<file path="src/rtl/mmio_csr_bridge.sv">
// Purpose: host MMIO responder that decodes CSR writes into strobes and answers reads from header/UUID/app CSRs.
// Latency: write strobe one cycle after the request; read response valid two cycles after the request when uncongested.
// Backpressure: mmio_rsp_ready stalls the response FIFO head; reads that would overflow S1 plus the FIFO are dropped and counted.
module mmio_csr_bridge #(
    parameter int          NUM_APP_CSRS   = 8,
    parameter logic [15:0] APP_CSR_BASE   = 16'h0020,
    parameter int          RSP_FIFO_DEPTH = 4,
    parameter logic [63:0] DFH_VALUE      = 64'h1000_0000_0000_1000
) (
    input  logic                       clk,
    input  logic                       reset,
    input  logic                       mmio_req_valid,
    input  logic                       mmio_req_write,
    input  logic [15:0]                mmio_req_addr,
    input  logic                       mmio_req_len,
    input  logic [8:0]                 mmio_req_tid,
    input  logic [63:0]                mmio_req_data,
    output logic                       mmio_rsp_valid,
    input  logic                       mmio_rsp_ready,
    output logic [8:0]                 mmio_rsp_tid,
    output logic [63:0]                mmio_rsp_data,
    output logic [NUM_APP_CSRS-1:0]    csr_wr_en,
    output logic [63:0]                csr_wr_data,
    input  logic [64*NUM_APP_CSRS-1:0] csr_rd_data,
    input  logic [127:0]               afu_id,
    output logic [7:0]                 drop_count
);

    localparam int IW = (NUM_APP_CSRS > 1) ? $clog2(NUM_APP_CSRS) : 1;
    localparam int PW = (RSP_FIFO_DEPTH > 1) ? $clog2(RSP_FIFO_DEPTH) : 1;
    localparam int CW = PW + 1;

    typedef enum logic [2:0] {
        SEL_ZERO,
        SEL_DFH,
        SEL_ID_LO,
        SEL_ID_HI,
        SEL_APP
    } sel_t;

    typedef struct packed {
        logic [8:0]  tid;
        logic [63:0] data;
    } rsp_t;

    // Request decode (shared by reads and writes; writes require addr[0]=0 so the QWORD address equals the raw one)
    logic [15:0]             w_qaddr;
    logic [15:0]             w_app_off;
    logic                    w_app_hit;
    logic [IW-1:0]           w_app_idx;
    sel_t                    w_rd_sel;
    logic                    w_wr_strobe;
    logic                    w_wr_drop;
    logic                    w_rd_req;
    logic                    w_rd_accept;
    logic                    w_rd_drop;
    logic [CW-1:0]           w_occ;
    logic [NUM_APP_CSRS-1:0] w_wr_onehot;

    // Read pipeline and FIFO state
    logic                    r_s1_vld;
    logic [8:0]              r_s1_tid;
    sel_t                    r_s1_sel;
    logic [IW-1:0]           r_s1_idx;
    logic [63:0]             w_s2_data;
    rsp_t                    r_mem [RSP_FIFO_DEPTH];
    logic [PW-1:0]           r_wr_ptr;
    logic [PW-1:0]           r_rd_ptr;
    logic [CW-1:0]           r_count;
    logic                    w_push;
    logic                    w_pop;
    logic                    w_rsp_vld;
    rsp_t                    w_head;

    logic [NUM_APP_CSRS-1:0] r_wr_en;
    logic [63:0]             r_wr_data;
    logic [7:0]              r_drop;

    assign w_qaddr   = {mmio_req_addr[15:1], 1'b0};
    assign w_app_off = w_qaddr - APP_CSR_BASE;
    assign w_app_hit = (w_qaddr >= APP_CSR_BASE) && (w_app_off[0] == 1'b0) &&
                       (32'(w_app_off[15:1]) < 32'(NUM_APP_CSRS));
    assign w_app_idx = w_app_off[IW:1];

    assign w_wr_strobe = mmio_req_valid && mmio_req_write && mmio_req_len &&
                         !mmio_req_addr[0] && w_app_hit;
    assign w_wr_drop   = mmio_req_valid && mmio_req_write &&
                         (!mmio_req_len || mmio_req_addr[0]);

    // S1 plus FIFO occupancy bounds admission so an accepted read always has a FIFO slot
    assign w_occ       = r_count + CW'(r_s1_vld);
    assign w_rd_req    = mmio_req_valid && !mmio_req_write;
    assign w_rd_accept = w_rd_req && (w_occ < CW'(RSP_FIFO_DEPTH));
    assign w_rd_drop   = w_rd_req && !w_rd_accept;

    // Classify the read address into a data source
    always_comb begin
        w_rd_sel = SEL_ZERO;
        if (w_qaddr == 16'h0000)      w_rd_sel = SEL_DFH;
        else if (w_qaddr == 16'h0002) w_rd_sel = SEL_ID_LO;
        else if (w_qaddr == 16'h0004) w_rd_sel = SEL_ID_HI;
        else if (w_app_hit)           w_rd_sel = SEL_APP;
    end

    // One-hot write strobe for the addressed application CSR
    always_comb begin
        w_wr_onehot = '0;
        for (int i = 0; i < NUM_APP_CSRS; i++) begin
            w_wr_onehot[i] = w_wr_strobe && (w_app_idx == IW'(i));
        end
    end

    // Register the write strobe and its data; data holds between strobes
    always_ff @(posedge clk or posedge reset) begin
        if (reset) begin
            r_wr_en   <= '0;
            r_wr_data <= '0;
        end else begin
            r_wr_en <= w_wr_onehot;
            if (w_wr_strobe) r_wr_data <= mmio_req_data;
        end
    end

    // S1: capture tid and decoded source of an admitted read
    always_ff @(posedge clk or posedge reset) begin
        if (reset) begin
            r_s1_vld <= 1'b0;
            r_s1_tid <= '0;
            r_s1_sel <= SEL_ZERO;
            r_s1_idx <= '0;
        end else begin
            r_s1_vld <= w_rd_accept;
            if (w_rd_accept) begin
                r_s1_tid <= mmio_req_tid;
                r_s1_sel <= w_rd_sel;
                r_s1_idx <= w_app_idx;
            end
        end
    end

    // S2: pick read data while the read sits in S1
    always_comb begin
        w_s2_data = '0;
        case (r_s1_sel)
            SEL_DFH:   w_s2_data = DFH_VALUE;
            SEL_ID_LO: w_s2_data = afu_id[63:0];
            SEL_ID_HI: w_s2_data = afu_id[127:64];
            SEL_APP: begin
                for (int i = 0; i < NUM_APP_CSRS; i++) begin
                    if (r_s1_idx == IW'(i)) w_s2_data = csr_rd_data[64*i +: 64];
                end
            end
            default:   w_s2_data = '0;
        endcase
    end

    assign w_push    = r_s1_vld;
    assign w_rsp_vld = (r_count != '0);
    assign w_pop     = w_rsp_vld && mmio_rsp_ready;
    assign w_head    = r_mem[r_rd_ptr];

    // FIFO storage needs no reset: the head is only visible while count is non-zero
    always_ff @(posedge clk) begin
        if (w_push) r_mem[r_wr_ptr] <= '{tid: r_s1_tid, data: w_s2_data};
    end

    // FIFO pointers wrap naturally at the power-of-two depth
    always_ff @(posedge clk or posedge reset) begin
        if (reset) begin
            r_wr_ptr <= '0;
            r_rd_ptr <= '0;
            r_count  <= '0;
        end else begin
            if (w_push) r_wr_ptr <= r_wr_ptr + PW'(1);
            if (w_pop)  r_rd_ptr <= r_rd_ptr + PW'(1);
            if (w_push && !w_pop)      r_count <= r_count + CW'(1);
            else if (w_pop && !w_push) r_count <= r_count - CW'(1);
        end
    end

    // Saturating count of dropped writes and refused reads
    always_ff @(posedge clk or posedge reset) begin
        if (reset) begin
            r_drop <= '0;
        end else if ((w_wr_drop || w_rd_drop) && (r_drop != 8'hFF)) begin
            r_drop <= r_drop + 8'd1;
        end
    end

    assign mmio_rsp_valid = w_rsp_vld;
    assign mmio_rsp_tid   = w_rsp_vld ? w_head.tid  : '0;
    assign mmio_rsp_data  = w_rsp_vld ? w_head.data : '0;
    assign csr_wr_en      = r_wr_en;
    assign csr_wr_data    = r_wr_data;
    assign drop_count     = r_drop;

endmodule

</file>
<file path="config.mk">
export PLATFORM = sky130hd
export DESIGN_NAME = mmio_csr_bridge
export DESIGN_NICKNAME = d
export VERILOG_FILES = /design/src/rtl/mmio_csr_bridge.sv
export SDC_FILE = /design/constraint.sdc
export NUM_CORES = 1
export LEC_CHECK = 0
export ABC_AREA = 1
export ABC_CLOCK_PERIOD_IN_PS = 9650
export CAP_MARGIN = 15
export CORE_AREA = 8 8 340 342
export DETAILED_ROUTE_END_ITERATION = 6
export DIE_AREA = 0 0 348 350
export PLACE_DENSITY = 0.39
export SYNTH_ARGS = -nofsm -noshare
export SYNTH_HDL_FRONTEND = slang
export SYNTH_SLANG_ARGS = --single-unit
export TNS_END_PERCENT = 1
</file>
<file path="constraint.sdc">
create_clock -name clk -period 9.65 [get_ports clk]
set_clock_uncertainty 0.05 [all_clocks]
set_input_delay 1.93 -clock clk [delete_from_list [all_inputs] [get_ports clk]]
set_output_delay 1.93 -clock clk [all_outputs]
set_load 0.02 [all_outputs]
</file>
==> flow_summary.toml <==
[power]
p_seq_share_pct = 28.4
p_int_mw = 4.350
swShare_pct = 43.66
ir_worst_vdd_mv = 0.1317
p_clk_share_pct = 22.4
comb_power_share_pct = 49.2
power_density_nw_per_um2 = 234.0
p_switching_mw = 3.372
cellLeakagePower_nw = 13.35

[floorplan]
core_area_um2 = 110100
row_count = 122
initial_core_util_pct = 19.26
die_w_um = 348
die_h_um = 350
io_pins = 889
die_area_um2 = 121800

[layout]
syn_to_final_growth_pct = 55.68
fin_nets = 4160
final_util_pct = 29.99
seqCellArea_um2 = 11350
fill_cells = 11900
final_area_um2 = 33000
multi_input_comb_area_um2 = 8391
stdcell_count = 4951
drive_above_1_share_pct = 3.824

[setup_path]
slowest_delay_ns = 0.81
crit_arrival_ns = 4.18
r2r_start = "r_s1_idx[0]"
worstSetupEndpointType = "output pin"
crit_end = "mmio_rsp_data[40]"
crit_type = "reg2out"
crit_start = "r_rd_ptr[0]"
r2r_slack_ns = 5.85
r2r_end = "r_mem[0][56]"
crit_chain = "inv_4 > buf_4 > o21ai_0 > a21oi_1 > clkdlybuf4s50_1"
crit_fanout = 97
crit_path_start_kind = "flop"
reg2reg_depth = 7
cp_data_required_time_ns = 7.67
cp_slowest_cell = "dfrtp_4"

[global_routing]
grt_max_degree = 98
grt_pass1_wl_mm = 188.4
grt_pass1_vias = 22290
grt_antenna_before_repair = 46
grt-ovfl-total = 0
grtUsageTotal_pct = 21.97

[clock_network]
numCtsBuffers = 44
cts.clk_slew.worst_paths_ns = 0.06
holdBufCountCts = 0
htree_levels = 2
clk_latency_ns = 0.57
cts_resized = 0
cts_tree = "yes"
clockBufferDepth = 3
clockRootBuffer = "clkbuf_16"
cts_setup_buffers = 0
clock_sinks = 395

[route]
viasPerCell = 4.354
drt_iter0_markers = 1361
ant_nets = 0
routed_wl_mm = 139.1
routed-via-count = 21560
wl_per_cell_um = 28.09
first_pass_iters = 5
drcViolationCount = 0

[sta]
finalCritPeriodShare_pct = 63.82
whs_ns = 0.4196
slew_headroom_pct = 27.52
tightestPinTransition_ns = 1.087
final_hold_viol_count = 0
clock.fmax_mhz = 162.4
setup_tns_ns = 0
fin_crit_ns = 6.159
maxSlewViolCount = 0
setup_violations = 0
rsz0062_at_grt = "no"

[synth]
yosys_most_used_dff = "edfxtp_1"
syn-mean-instance-area_um2 = 8.097
yosysSeqAreaShare_pct = 53.52
synth_warnings = 0
synth-edff-count = 292
synth.largest_area_cell = "edfxtp_1"
netlist-cell-type-count = 32
synth-seq-cells = 395
synth_top_area_share_pct = 41.36
synth-async-reset-ratio_pct = 26.08
synth_cells = 2618
syn_nets = 3362
synth_area_um2 = 21200
synth_area_leaders = "edfxtp_1 41%, nand2_1 13%, dfrtp_1 12%"

[place]
gp_congestion = 0.8740
port_buffers = 888
placed_cells = 4858
place_hpwl_mm = 109.1
placed_area_um2 = 31490

[hold_path]
hp-class = "reg2reg"

[job]
cap_viol_max_count = 0

[status]
status = "finished, final reports clean"
[routing by layer]
| layer | wire length, µm | part of all wire (%) | vias up | track usage, % |
|---|---|---|---|---|
| li1 | - | - | 10310 | - |
| met2 | 66260 | 48 | 824 | 37.53 |
| met4 | 2074 | 1.5 | 44 | 3.681 |
| met3 | 13290 | 9.6 | 138 | 8.186 |
| met1 | 57200 | 41 | 10240 | 26.76 |
| met5 | 279 | 0.20 | - | 0 |
[layout make-up]
class,instances,share of cell area [%]
Clock buffer,57,3.769
Timing Repair Buffer,918,27.62
Clock inverter,25,0.7204
Sequential cell,395,34.40
Antenna cell,11,0.08341
Inverter,201,2.343
Multi-Input combinational cell,1856,25.42
Tap cell,1488,5.641
[Yosys cell counts (all sizes together), types with 2 or more instances]
cell,n
clkbuf,76
xor2,6
nand3,83
xnor2,6
a21oi,235
nand3b,2
nand2,713
a22oi,62
nand4,105
dfrtp,103
nor3,14
buf,90
nor2,461
edfxtp,292
ha,8
o21ai,155
inv,201
[worst min path at each step]
stage	from	to	depth (start not counted)
final	csr_wr_data[11]	csr_wr_data[11]	2
after global routing	csr_wr_data[56]	csr_wr_data[56]	2
after CTS	csr_wr_data[23]	csr_wr_data[23]	2
after floorplan	r_s1_tid[0]	r_mem[0][64]	0
after global placement	csr_wr_data[11]	csr_wr_data[11]	2
after detailed placement	csr_wr_data[23]	csr_wr_data[23]	2
[power by group through the flow]
stage          Sequential, mW  Clock [mW]  Combinational [mW]
2_1_floorplan            2.10           0                1.99
3_3_place_gp             2.23           0                3.86
3_5_place_dp             2.23           0                3.86
4_1_cts                  2.20        1.79                3.88
5_1_grt                  2.22        1.84                4.15
6_report                 2.19        1.73                3.80
[registers in the layout (all words and copies together), names as in the netlist, 3 cells and up]
name	flops
r_count	3
r_s1_idx	3
r_s1_tid	9
r_mem	292
csr_wr_en	8
drop_count	8
r_s1_sel	3
csr_wr_data	64
[stage by stage]
stage	setup WS (ns)	power, mW
after floorplan	4.966	4.089
after global placement	4.031	6.098
after detailed placement	4.023	6.097
after CTS	3.377	7.875
after global routing	3.192	8.208
final	3.491	7.722
[critical path: cells and delay by family, from the launching register on]
kind	cells	cell delay (ns)
DFF	1	0.81
buffers and inverters	3	2.07
AOI/OAI and AO/OA	2	0.60
[kinds of logic after synthesis]
| logic type | Yosys count | share of synthesized area [%] |
|---|---|---|
| xor+xnor | 12 | 0.4958 |
| fa+ha+maj | 9 | 0.5667 |
| simple gates | 1379 | 26.79 |
| buf+inv | 367 | 7.071 |
| compound gates | 455 | 11.50 |
| mux | 1 | 0.05312 |
| flops | 395 | 53.52 |
[layout by cell type (no fill, tap or decap), types with 2 or more instances in the layout]
master	instances
a21oi_1	235
inv_4	7
nor2_1	457
xnor2_1	6
ha_1	8
clkbuf_16	47
nand2_1	712
clkinv_2	11
xor2_1	6
nand3b_1	2
clkbuf_1	7
nor2_4	3
dfrtp_1	101
diode_2	11
clkinv_1	7
o21ai_0	155
clkbuf_8	3
inv_2	6
nand4_1	105
buf_4	30
inv_1	187
edfxtp_1	292
bufinv_16	4
nor3_4	8
clkdlybuf4s50_1	888
dfrtp_4	2
nor3_1	4
nor3_2	2
nand3_1	81
clkinv_4	2
a22oi_1	62
Note: power is estimated with default switching activity, not from simulation.
==> RTL change 1: new RTL, config.mk and constraints unchanged <==
Put one more register stage on the output `drop_count`, without a reset. The value now appears one clock later. The other outputs are not delayed to match.
--- a/src/rtl/mmio_csr_bridge.sv
+++ b/src/rtl/mmio_csr_bridge.sv
@@ -192,7 +192,9 @@
     assign mmio_rsp_data  = w_rsp_vld ? w_head.data : '0;
     assign csr_wr_en      = r_wr_en;
     assign csr_wr_data    = r_wr_data;
-    assign drop_count     = r_drop;
+    always_ff @(posedge clk) begin
+        drop_count <= r_drop;
+    end
 
 endmodule
 
Formal check against the unedited RTL: not equivalent (Yosys sat finds a counterexample within 4 cycles, from zero or initial values and one cycle with reset high).
==> RTL change 1 against the unedited design <==
Routed wire length increased by 0.69%; clock power is 8% higher; fmax increased by 2.6%; worst setup slack better by 160 ps; power rose by 2.3%; area after synthesis is 0.66% higher; critical path depth grew 2; sequential cell count up 8; critical path type unchanged; final area up 0.72%; register-to-register slack better by 40 ps.
==> RTL change 1: results (changes against the unedited design) <==
RUN STATUS
---------------------------------------------------------------------------------
Result of the run                                                    finished, final reports clean

POWER AND IR DROP
---------------------------------------------------------------------------------
Reported leakage power                                                    13.4 nW   +0.22%
Pint                                                                    0.00447 W   +2.6%

CLOCK NETWORK
---------------------------------------------------------------------------------
Clock latency of the later-clocked register in the worst-skew pair         600 ps   +30 ps
Clock buffers created by TritonCTS                                             47   +6.8%

SYNTHESIS
---------------------------------------------------------------------------------
Most frequent cells after synthesis                                  701 x nand2_1, 458 x nor2_1, 292 x edfxtp_1
Number of different library cells in the post-synthesis netlist                36   +13%
Fraction of the mapped netlist area in adder cells                         0.563%   -0.0037 points
Mux cell area share after synthesis                                       0.0528%   -0.00035 points
Fraction of the yosys area taken by sequential cells                        53.9%   +0.40 points
Post-synth ARST share                                                       25.6%   -0.52 points
Xor-xnor portion of the synthesized cell area                              0.493%   -0.0033 points
Cell types with the largest area share after synthesis               edfxtp_1 41%, nand2_1 12%, dfrtp_1 12%
Post-synthesis area per instance                                       8.18 sq um   +1.1%
Syn nets                                                                     3351   -0.33%

LAYOUT
---------------------------------------------------------------------------------
Net count reported at finish                                                 4157   -0.072%
Layout cells sized above 1                                                  4.09%   +0.26 points
Count of non-filler cells in the finished layout                             4950   -0.020%

SETUP PATH
---------------------------------------------------------------------------------
Arrival @ worst endpoint                                                  4020 ps   -160 ps

ROUTE
---------------------------------------------------------------------------------
Wirelength per Cell                                                  28.3 microns   +0.71%
First-iteration detailed-routing DRC count                                   1521   +12%
Detailed-route via count                                                    21.7k   +0.84%

PLACE
---------------------------------------------------------------------------------
Post-Place Worst Slack                                                    4190 ps   +165 ps
DPL Wire Length                                                            111 mm   +1.5%
RePlAce Congestion                                                          0.899   +2.9%

TIMING
---------------------------------------------------------------------------------
Transition time of the tightest slew-check pin                            1010 ps   -78.1 ps

GRT
---------------------------------------------------------------------------------
Global-route wire length before repair                                     190 mm   +0.81%
Overall fraction of global-route tracks in use                              22.2%   +0.22 points

-- RTL change 1: metal layers --
metal  track usage [%]  up-vias  share of wire, %
li1                  -    10300                 -
met1              27.6    10400                42
met2              37.7      888                47
met3              7.03      152               8.5
met4              4.62       22               2.0
met5                 0        -             0.098
-- RTL change 1: worst max-delay path: stages, from the launching register on --
cell	delay, ps
dfrtp_4	560
buf_4	710
buf_4	690
nor2_1	110
nor2_1	100
o21ai_0	90
a21oi_1	260
clkdlybuf4s50_1	810
-- RTL change 1: power by group through the flow --
stage               clock network, W  logic (W)  registers [W]
floorplan                          0    0.00198        0.00214
detailed placement                 0    0.00390        0.00224
global placement                   0    0.00390        0.00224
CTS                          0.00191    0.00392        0.00220
finish                       0.00186    0.00384        0.00220
global route                 0.00198    0.00416        0.00222
-- RTL change 1: final cells by class --
type,instances,area (sq um)
fillers,11900,76800
flip-flops and latches,403,11500
repair buffers,922,9140
multi-input cells,1844,8360
well taps,1488,1860
clock buffers,56,1210
inverters,195,758
clock inverters,29,362
diodes,13,32.5
-- RTL change 1: final timing paths --
check,startpoint,end,slack (ps),cells after the start
worst max-delay path,r_rd_ptr[0]$_DFFE_PP0P_,mmio_rsp_data[54],3650,7
worst min-delay path,r_drop[0]$_DFFE_PP0P_,drop_count[0]$_DFF_P_,360,0
worst max register to register,r_s1_idx[0]$_DFFE_PP0P_,r_mem[2][11]$_DFFE_PP_,5890,8
worst min register to register,r_drop[0]$_DFFE_PP0P_,drop_count[0]$_DFF_P_,360,0
max in group asynchronous,reset,r_rd_ptr[0]$_DFFE_PP0P_,6510,3
min in group asynchronous,reset,csr_wr_data[27]$_DFFE_PP0P_,1720,2
==> RTL change 2: new RTL, same settings <==
Without the edit above. `DFH_VALUE`: 64'h1000_0000_0000_1000 -> 64'h0800000000000800.
--- a/src/rtl/mmio_csr_bridge.sv
+++ b/src/rtl/mmio_csr_bridge.sv
@@ -5,7 +5,7 @@
     parameter int          NUM_APP_CSRS   = 8,
     parameter logic [15:0] APP_CSR_BASE   = 16'h0020,
     parameter int          RSP_FIFO_DEPTH = 4,
-    parameter logic [63:0] DFH_VALUE      = 64'h1000_0000_0000_1000
+    parameter logic [63:0] DFH_VALUE      = 64'h0800000000000800
 ) (
     input  logic                       clk,
     input  logic                       reset,
Check against the original RTL: not equivalent (a bounded check fails within 4 cycles, from zero or initial values and one cycle with reset high).
==> RTL change 2 against the unedited design <==
Critical path depth grew 1; die area is the same; power grew 2.4%; final area grew 0.16%; area after synthesis grew 0.20%; hold slack gained 1.6 ps; worst setup slack gained 220 ps; first-iteration DRC count grew 22%; final cell count grew 0.12%; sequential cell count is the same; routed wire length grew 4.7%; largest cell class unchanged.
==> RTL change 2: results (changes against the unedited design) <==
PLACE
---------------------------------------------------------------------------------
Post-Place Worst Slack                                                    4300 ps   +273 ps
RePlAce Congestion                                                          0.919   +5.2%
DPL Wire Length                                                            114 mm   +4.6%

ROUTE
---------------------------------------------------------------------------------
First-iteration detailed-routing DRC count                                   1667   +22%
Detailed Routing Iterations Pass 1                                              5   unchanged
Final routed wirelength across all metal layers                            146 mm   +4.7%
Post-detailed-route via-to-cell ratio                                        4.35   -0.12%

TIMING
---------------------------------------------------------------------------------
Worst path setup slack after routing                                      3710 ps   +219 ps
Max transition margin                                                       26.0%   -1.5 points

GRT
---------------------------------------------------------------------------------
Antenna violations before repair                                               42   -8.7%
Via count of the first global-routing pass                                  22.2k   -0.40%
Global-route wire length before repair                                     195 mm   +3.3%
Overall fraction of global-route tracks in use                              23.0%   +1.0 points
Pin count of the biggest net entering global routing                          148   +51%

SYNTHESIS
---------------------------------------------------------------------------------
Most frequent cells after synthesis                                  710 x nand2_1, 458 x nor2_1, 292 x edfxtp_1
Mux cell area share after synthesis                                       0.0530%   -0.00011 points
Number of different library cells in the post-synthesis netlist                33   +3.1%
Fraction of the mapped netlist area in adder cells                         0.566%   -0.0011 points
Synthesized-area fraction occupied by ao, oa, aoi and oai cells             11.5%   -0.047 points
Fraction of the yosys area taken by sequential cells                        53.4%   -0.11 points
Cell types with the largest area share after synthesis               edfxtp_1 41%, nand2_1 13%, dfrtp_1 12%
Syn nets                                                                     3359   -0.089%
Xor-xnor portion of the synthesized cell area                              0.495%   -0.00099 points

WORST HOLD PATH
---------------------------------------------------------------------------------
Destination of the worst hold path                                   csr_wr_data[32]$_DFFE_PP0P_
Class of the tightest hold or removal check                          register to register
Start point of the worst hold path                                   csr_wr_data[32]$_DFFE_PP0P_

SETUP PATH
---------------------------------------------------------------------------------
Worst-case reg-to-reg path depth                                                9   +2
Critical R2R Launch                                                  r_s1_idx[0]$_DFFE_PP0P_
Capturing point of the worst reg2reg path                            r_mem[1][11]$_DFFE_PP_
R2R setup slack                                                           6000 ps   +150 ps
Arrival @ worst endpoint                                                  3960 ps   -220 ps
Largest fanout on the critical path                                            90   -7.2%

CLOCK NETWORK
---------------------------------------------------------------------------------
Clock latency of the later-clocked register in the worst-skew pair         620 ps   +50 ps
H-tree lvl count                                                                2   unchanged
Clock buffers created by TritonCTS                                             48   +9.1%

LAYOUT
---------------------------------------------------------------------------------
Register ranked first by flip-flop count                                    r_mem
Net count reported at finish                                                 4161   +0.024%
Layout cells sized above 1                                                  3.79%   -0.030 points

POWER AND IR DROP
---------------------------------------------------------------------------------
Worst IR drop on VDD                                                     0.131 mV   -0.50%
Reported leakage power                                                    13.3 nW   about the same
Pint                                                                    0.00436 W   +0.17%

RUN STATUS
---------------------------------------------------------------------------------
Result of the run                                                    finished, final reports clean

RTL change 2: layer usage:
metal  track usage [%]  up-vias  routed length (microns)
met5                 0        -                      118
met4              3.15       18                     1780
met3              6.81      105                    11300
met2              39.6      783                    70000
met1              29.1    10300                    62500
li1                  -    10300                        -
RTL change 2: worst max-delay path by stage:
stage                       startpoint                         end  cells past startpoint
4_1_cts        r_rd_ptr[0]$_DFFE_PP0P_           mmio_rsp_data[23]                      6
3_3_place_gp   r_rd_ptr[0]$_DFFE_PP0P_           mmio_rsp_data[23]                      6
5_1_grt        r_rd_ptr[0]$_DFFE_PP0P_           mmio_rsp_data[23]                      6
3_5_place_dp   r_rd_ptr[0]$_DFFE_PP0P_           mmio_rsp_data[23]                      6
2_1_floorplan                    reset  csr_wr_data[0]$_DFFE_PP0P_                      1
6_report       r_rd_ptr[0]$_DFFE_PP0P_           mmio_rsp_data[23]                      6
RTL change 2: cell families (layout without fill, tap and decap cells):
kind of cell | after synthesis | count (layout)
buffers and inverters | 366 | 1204
xor gates and xnor gates | 12 | 12
and+or+nand+nor | 1378 | 1378
AOI/OAI and AO/OA | 454 | 454
adders and majority gates | 9 | 9
muxes | 1 | 1
other | 0 | 16
DFF | 395 | 395
RTL change 2: power by group through the flow:
stage               logic (W)  clock network (W)  registers, W
finish                0.00397            0.00178       0.00216
global route          0.00431            0.00191       0.00218
CTS                   0.00411            0.00185       0.00216
detailed placement    0.00409                  0       0.00220
global placement      0.00409                  0       0.00220
floorplan             0.00199                  0       0.00210
RTL change 2: final cells by class:
cell class	instances	area [sq um]
Multi-Input combinational cell	1854	8380
Antenna cell	16	40.0
Clock inverter	23	239
Fill cell	11800	77000
Inverter	200	773
Timing Repair Buffer	918	9110
Sequential cell	395	11400
Clock buffer	63	1290
Tap cell	1488	1860
RTL change 2: through the flow:
step	std cells	util, %	area (sq um)	hold slack (ps)
detailed placement	4855	28.6	31500	409
global route	4945	30.0	33000	442
CTS	4941	30.0	33000	425
finish	4957	30.0	33100	421
global placement	4855	28.6	31500	408
floorplan	2615	-	21200	426
RTL change 2: critical path, stage by stage, from the launching register on:
cell and delay (ps):
dfrtp_4 930, buf_4 930, nor2_1 130, nor2_1 120
o21ai_0 100, a21oi_1 370, clkdlybuf4s50_1 700
